**src/rtl/alu_core.sv**
```systemverilog
// alu_core: handshaked ALU, single-cycle logic/arithmetic ops plus an optional
// shift-add multiplier that is built only when ALU_MUL_EN is defined.
module alu_core #(
    parameter int WIDTH = 6,
    parameter int SHW   = $clog2(WIDTH)
) (
    input  logic             clk,
    input  logic             rst,
    input  logic [3:0]       op_in,
    input  logic [WIDTH-1:0] a_in,
    input  logic [WIDTH-1:0] b_in,
    input  logic             in_valid,
    output logic             in_ready,
    output logic [WIDTH-1:0] out,
    output logic [3:0]       out_flags,
    output logic             out_valid,
    input  logic             out_ready
);

    localparam logic [3:0] OP_NOP = 4'd0;
    localparam logic [3:0] OP_ADD = 4'd1;
    localparam logic [3:0] OP_SUB = 4'd2;
    localparam logic [3:0] OP_AND = 4'd3;
    localparam logic [3:0] OP_OR  = 4'd4;
    localparam logic [3:0] OP_XOR = 4'd5;
    localparam logic [3:0] OP_SHL = 4'd6;
    localparam logic [3:0] OP_SHR = 4'd7;
`ifdef ALU_MUL_EN
    localparam logic [3:0] OP_MUL = 4'd8;
    localparam int         CW     = $clog2(WIDTH + 1);
`endif

    localparam logic [SHW:0] SH_MAX = (SHW + 1)'(WIDTH);

    typedef enum logic [1:0] {IDLE, BUSY, HOLD} state_t;

    state_t state;
    logic   accept;

    logic [WIDTH-1:0] res;
    logic [3:0]       flags;
    logic             c;
    logic             v;
    logic             e;
    logic [SHW:0]     sh;

`ifdef ALU_MUL_EN
    logic [2*WIDTH-1:0] mul_a;
    logic [WIDTH-1:0]   mul_b;
    logic [2*WIDTH-1:0] mul_acc;
    logic [CW-1:0]      mul_cnt;
`endif

    // In HOLD a new request can only enter on the same edge the result leaves.
    assign in_ready = (state == IDLE) || ((state == HOLD) && out_ready);
    assign accept   = in_valid && in_ready;

    always_comb begin
        res = '0;
        c   = 1'b0;
        v   = 1'b0;
        e   = 1'b0;
        sh  = ({1'b0, b_in[SHW-1:0]} > SH_MAX) ? SH_MAX : {1'b0, b_in[SHW-1:0]};
        case (op_in)
            OP_ADD: begin
                {c, res} = {1'b0, a_in} + {1'b0, b_in};
                v = (a_in[WIDTH-1] == b_in[WIDTH-1]) && (res[WIDTH-1] != a_in[WIDTH-1]);
            end
            OP_SUB: begin
                {c, res} = {1'b0, a_in} - {1'b0, b_in};
                v = (a_in[WIDTH-1] != b_in[WIDTH-1]) && (res[WIDTH-1] != a_in[WIDTH-1]);
            end
            OP_AND: res = a_in & b_in;
            OP_OR:  res = a_in | b_in;
            OP_XOR: res = a_in ^ b_in;
            // The extra bit beside the operand catches the last bit shifted out.
            OP_SHL: {c, res} = {1'b0, a_in} << sh;
            OP_SHR: {res, c} = {a_in, 1'b0} >> sh;
            OP_NOP: ;
`ifdef ALU_MUL_EN
            OP_MUL: ;
`endif
            default: e = 1'b1;
        endcase
        flags = {e, v, c, (res == '0)};
    end

    always_ff @(posedge clk or negedge rst) begin
        if (!rst) begin
            state     <= IDLE;
            out       <= '0;
            out_flags <= '0;
            out_valid <= 1'b0;
`ifdef ALU_MUL_EN
            mul_a     <= '0;
            mul_b     <= '0;
            mul_acc   <= '0;
            mul_cnt   <= '0;
`endif
        end else if (accept) begin
            case (op_in)
                OP_NOP: begin
                    out_valid <= 1'b0;
                    state     <= IDLE;
                end
`ifdef ALU_MUL_EN
                OP_MUL: begin
                    mul_a     <= {{WIDTH{1'b0}}, a_in};
                    mul_b     <= b_in;
                    mul_acc   <= '0;
                    mul_cnt   <= '0;
                    out_valid <= 1'b0;
                    state     <= BUSY;
                end
`endif
                default: begin
                    out       <= res;
                    out_flags <= flags;
                    out_valid <= 1'b1;
                    state     <= HOLD;
                end
            endcase
        end else if ((state == HOLD) && out_ready) begin
            out_valid <= 1'b0;
            state     <= IDLE;
        end
`ifdef ALU_MUL_EN
        // WIDTH shift-add steps, then one extra cycle to publish the product.
        else if (state == BUSY) begin
            if (mul_cnt == CW'(WIDTH)) begin
                out       <= mul_acc[WIDTH-1:0];
                out_flags <= {2'b00, |mul_acc[2*WIDTH-1:WIDTH], (mul_acc[WIDTH-1:0] == '0)};
                out_valid <= 1'b1;
                state     <= HOLD;
            end else begin
                mul_acc <= mul_acc + (mul_b[0] ? mul_a : '0);
                mul_a   <= mul_a << 1;
                mul_b   <= mul_b >> 1;
                mul_cnt <= mul_cnt + 1'b1;
            end
        end
`endif
    end

endmodule

```
**config.mk**
```make
export PLATFORM = sky130hd
export DESIGN_NAME = alu_core
export DESIGN_NICKNAME = d
export VERILOG_FILES = /design/src/rtl/alu_core.sv
export SDC_FILE = /design/constraint.sdc
export NUM_CORES = 1
export LEC_CHECK = 0
export CAP_MARGIN = 10
export CORE_MARGIN = 10
export CORE_UTILIZATION = 25
export CTS_BUF_LIST = sky130_fd_sc_hd__clkbuf_16
export CTS_CLUSTER_SIZE = 24
export DETAILED_ROUTE_END_ITERATION = 8
export SLEW_MARGIN = 5
export SYNTH_ARGS = -nofsm -noshare
export SYNTH_HDL_FRONTEND = slang
export SYNTH_SLANG_ARGS = --single-unit
```
**constraint.sdc**
```tcl
create_clock -name clk -period 1.55 [get_ports clk]
set_input_delay 0.3875 -clock clk [delete_from_list [all_inputs] [get_ports clk]]
set_output_delay 0.3875 -clock clk [all_outputs]
set_load 0.005 [all_outputs]
```
==> implementation parameters <==
Parameter                              Value

Worst hold path
  Path class of the lowest-slack min-delay path    flip-flop to flip-flop

Worst setup path
  Critical Path AT    2320 ps
  Critical path type    input pin to flip-flop
  Largest fanout of any net on the critical path    2
  Crit. End Element    flip-flop
  Startpoint Class    input pin
  Required time of the worst setup path    1720 ps

Detailed routing
  Number of vias per cell    5.167
  Number of DRC markers after the initial detailed-route iteration    180
  First-pass iteration count of the detailed router    4
  Total number of vias    2,418
  Remaining antenna violation count    0
  Wirelength, routed    8273 um
  Drt drc    0
  WL/cell    17.68 um

Floorplan
  Core area    7214 um^2
  Site Rows    31
  Initial standard-cell utilization of the core    25.62%
  Die Footprint    11,230 um^2
  Die outline width    106.0 um
  Floorplan die height    106.0 um
  IO Count    32

Logic synthesis
  Flop and latch count out of synthesis    11
  Netlist area before placement    1848 um^2
  Leading area contributor after synthesis    sky130_fd_sc_hd__dfrtp_1
  Number of nets in the synthesized netlist    279
  Mapped Avg Cell Area    7.765 um^2
  EDFF count, synth    0
  Proportion of synthesized chip area in sequential cells    14.90%
  Synthesized instance count    238
  YS warnings    0
  Top-area cell type share of the netlist area    14.90%
  Top flip-flop cell by instance count after synthesis    sky130_fd_sc_hd__dfrtp_1
  Most common library cells after synthesis    sky130_fd_sc_hd__ha_1 (19), sky130_fd_sc_hd__nand2_1 (19), sky130_fd_sc_hd__inv_1 (17)
  Synth async-reset ratio    100.0%
  Count of cell types in the netlist    59
  Cell types with the largest area share after synthesis    sky130_fd_sc_hd__dfrtp_1 (15%), sky130_fd_sc_hd__ha_1 (13%), sky130_fd_sc_hd__nand2b_1 (4.4%)

STA
  Fraction of the cycle the final worst path needs    138.1%
  Pin slew with the least headroom to its limit    518.0 ps
  Slew Viols, Final    0
  Total setup violations reported at the end of the flow    10
  Unrepaired setup endpoints after global routing    yes
  Final Hold Viols    0
  Fin worst setup slack    -590.5 ps
  Final min period    2140 ps
  Fmax    467.2 MHz
  Skew final    0.2370 ps
  Relative slew margins    65.36%

Clock tree
  Clock slew at the register clock pins of the worst setup and hold paths    40 ps
  Number of buffers created by CTS    3
  Post-cts hold buffer count    0
  TritonCTS clock tree    yes
  Sinks on Clock Net    11
  Maximum level of the CTS H-tree    1
  Max Buffers Root-to-Sink    2
  Clk Latency, worst-skew pair    240 ps
  CTS root buf    sky130_fd_sc_hd__clkbuf_16

Place
  Placer Congestion    0.9159
  Detailed Place HPWL    5893 um
  Count of buffers from port buffering    31

Layout
  Area growth syn-to-layout    104.8%
  Final cell utilization of the core    52.46%
  Number of inserted diodes    0
  Net count of the finished layout    411
  Fraction of layout cells with a size suffix above 1    60.43%
  Count of filler cells inserted in the layout    695

Power and ir drop
  Power consumption    2.008 mW
  Leakage component of the power    1.649 nW
  Power density over cell area    530.6 nW/um^2
  Maximum resistive drop on vdd    0.2919 mV

GRT
  Vias in the first global route    2,493
  Global-route wire length before repair    12,750 um
  Largest net degree at the start of global routing    16
  Number of antenna violations at the first check in global routing    0
  Overflow left after global routing    0
  GRT Resource Usage Total    13.57%

Outcome
  Outcome    finished with violations
  Violations in the final reports    setup timing

Flow run
  Number of max-cap violations    0
==> per-layer routing <==
layer	GRT usage [%]	vias up	wire length, um
met4	2.998	0	155
met2	23.94	81	4289
met5	0	-	0
li1	-	1152	-
met3	1.630	16	444
met1	17.19	1169	3384
==> path summary, 6_finish.rpt <==
kind / end / from / cells after the start / slack (ps)
setup / recovery: out_flags[0] / a_in[1] / 9 / -590
hold reg to reg: out_flags[2] / out_flags[2] / 1 / 480
setup reg to reg: out_flags[0] / state[1] / 5 / 260
max in group asynchronous: out_flags[3] / rst / 1 / 710
hold / removal: out_flags[2] / out_flags[2] / 1 / 480
min in group asynchronous: out[0] / rst / 1 / 500
==> area by class of cell <==
cell class | instances | area, um^2 | area share, %
Inverter | 17 | 88.84 | 2.347
Sequential cell | 11 | 275.3 | 7.273
Clock inverter | 1 | 3.754 | 0.09917
Clock buffer | 3 | 75.07 | 1.983
Timing Repair Buffer | 143 | 1286 | 33.98
Multi-Input combinational cell | 194 | 1932 | 51.04
Tap cell | 99 | 123.9 | 3.273
==> flip-flops by register name, indices dropped and copies added (netlist names) <==
register / count
out: 6
out_flags: 4
state: 1
==> logic make-up after synthesis <==
group	synth area share [%]
flip-flops	14.89
AND/OR/NAND/NOR	27.08
XOR/XNOR	0.9480
AO/OA/AOI/OAI	28.44
buffers and inverters	7.312
multiplexers	6.296
adder cells (fa/ha/maj)	15.03
==> timing repair <==
item                       4_1_cts  5_1_grt
setup endpoints to repair       12       11
hold endpoints to repair         0        0
resized for setup              138       62
setup buffers                   19       12
pin swaps                       39       40
==> through the flow <==
step	setup TNS, ps	hold slack (ps)	std cells	worst slack [ps]	cell area [um^2]
3_3_place_gp	-11600	476.0	438	-1217	3000
4_1_cts	-3372	488.0	460	-670.6	3507
3_5_place_dp	-11830	479.1	438	-1268	3000
5_1_grt	-3826	494.9	468	-640.1	3785
6_report	-3297	482.0	468	-590.5	3785
2_1_floorplan	-3343	91.91	238	-670.1	2067
==> critical path: stages <==
cell                       delay, ps
sky130_fd_sc_hd__buf_8           100
sky130_fd_sc_hd__inv_4            50
sky130_fd_sc_hd__ha_4            190
sky130_fd_sc_hd__or2_4           230
sky130_fd_sc_hd__a21o_1          170
sky130_fd_sc_hd__a221o_1         310
sky130_fd_sc_hd__a2111o_1        410
sky130_fd_sc_hd__nor4_2          280
sky130_fd_sc_hd__a32o_1          180
==> where the power goes <==
part | internal (mW) | switching [mW]
Sequential | 0.338 | 0.0286
Combinational | 0.657 | 0.524
Clock | 0.338 | 0.123
Total | 1.33 | 0.676
==> cell usage in the layout (no fill, tap or decap), types with 4 or more instances in the layout <==
master,synthesis,layout
sky130_fd_sc_hd__nor2_1,16,12
sky130_fd_sc_hd__buf_4,0,87
sky130_fd_sc_hd__inv_4,0,7
sky130_fd_sc_hd__nand2b_1,13,9
sky130_fd_sc_hd__or4b_4,0,4
sky130_fd_sc_hd__a21oi_2,0,9
sky130_fd_sc_hd__nand2b_4,0,4
sky130_fd_sc_hd__inv_1,17,4
sky130_fd_sc_hd__o211ai_1,7,7
sky130_fd_sc_hd__buf_8,0,9
sky130_fd_sc_hd__ha_1,19,8
sky130_fd_sc_hd__ha_4,0,9
sky130_fd_sc_hd__a21oi_1,16,5
sky130_fd_sc_hd__clkdlybuf4s50_1,0,13
sky130_fd_sc_hd__inv_2,0,6
sky130_fd_sc_hd__dfrtp_1,11,11
sky130_fd_sc_hd__buf_6,1,25
sky130_fd_sc_hd__nor3_1,5,5
sky130_fd_sc_hd__nand2_1,19,18
sky130_fd_sc_hd__a31oi_1,5,4
Power figures use the tool's default switching activity.
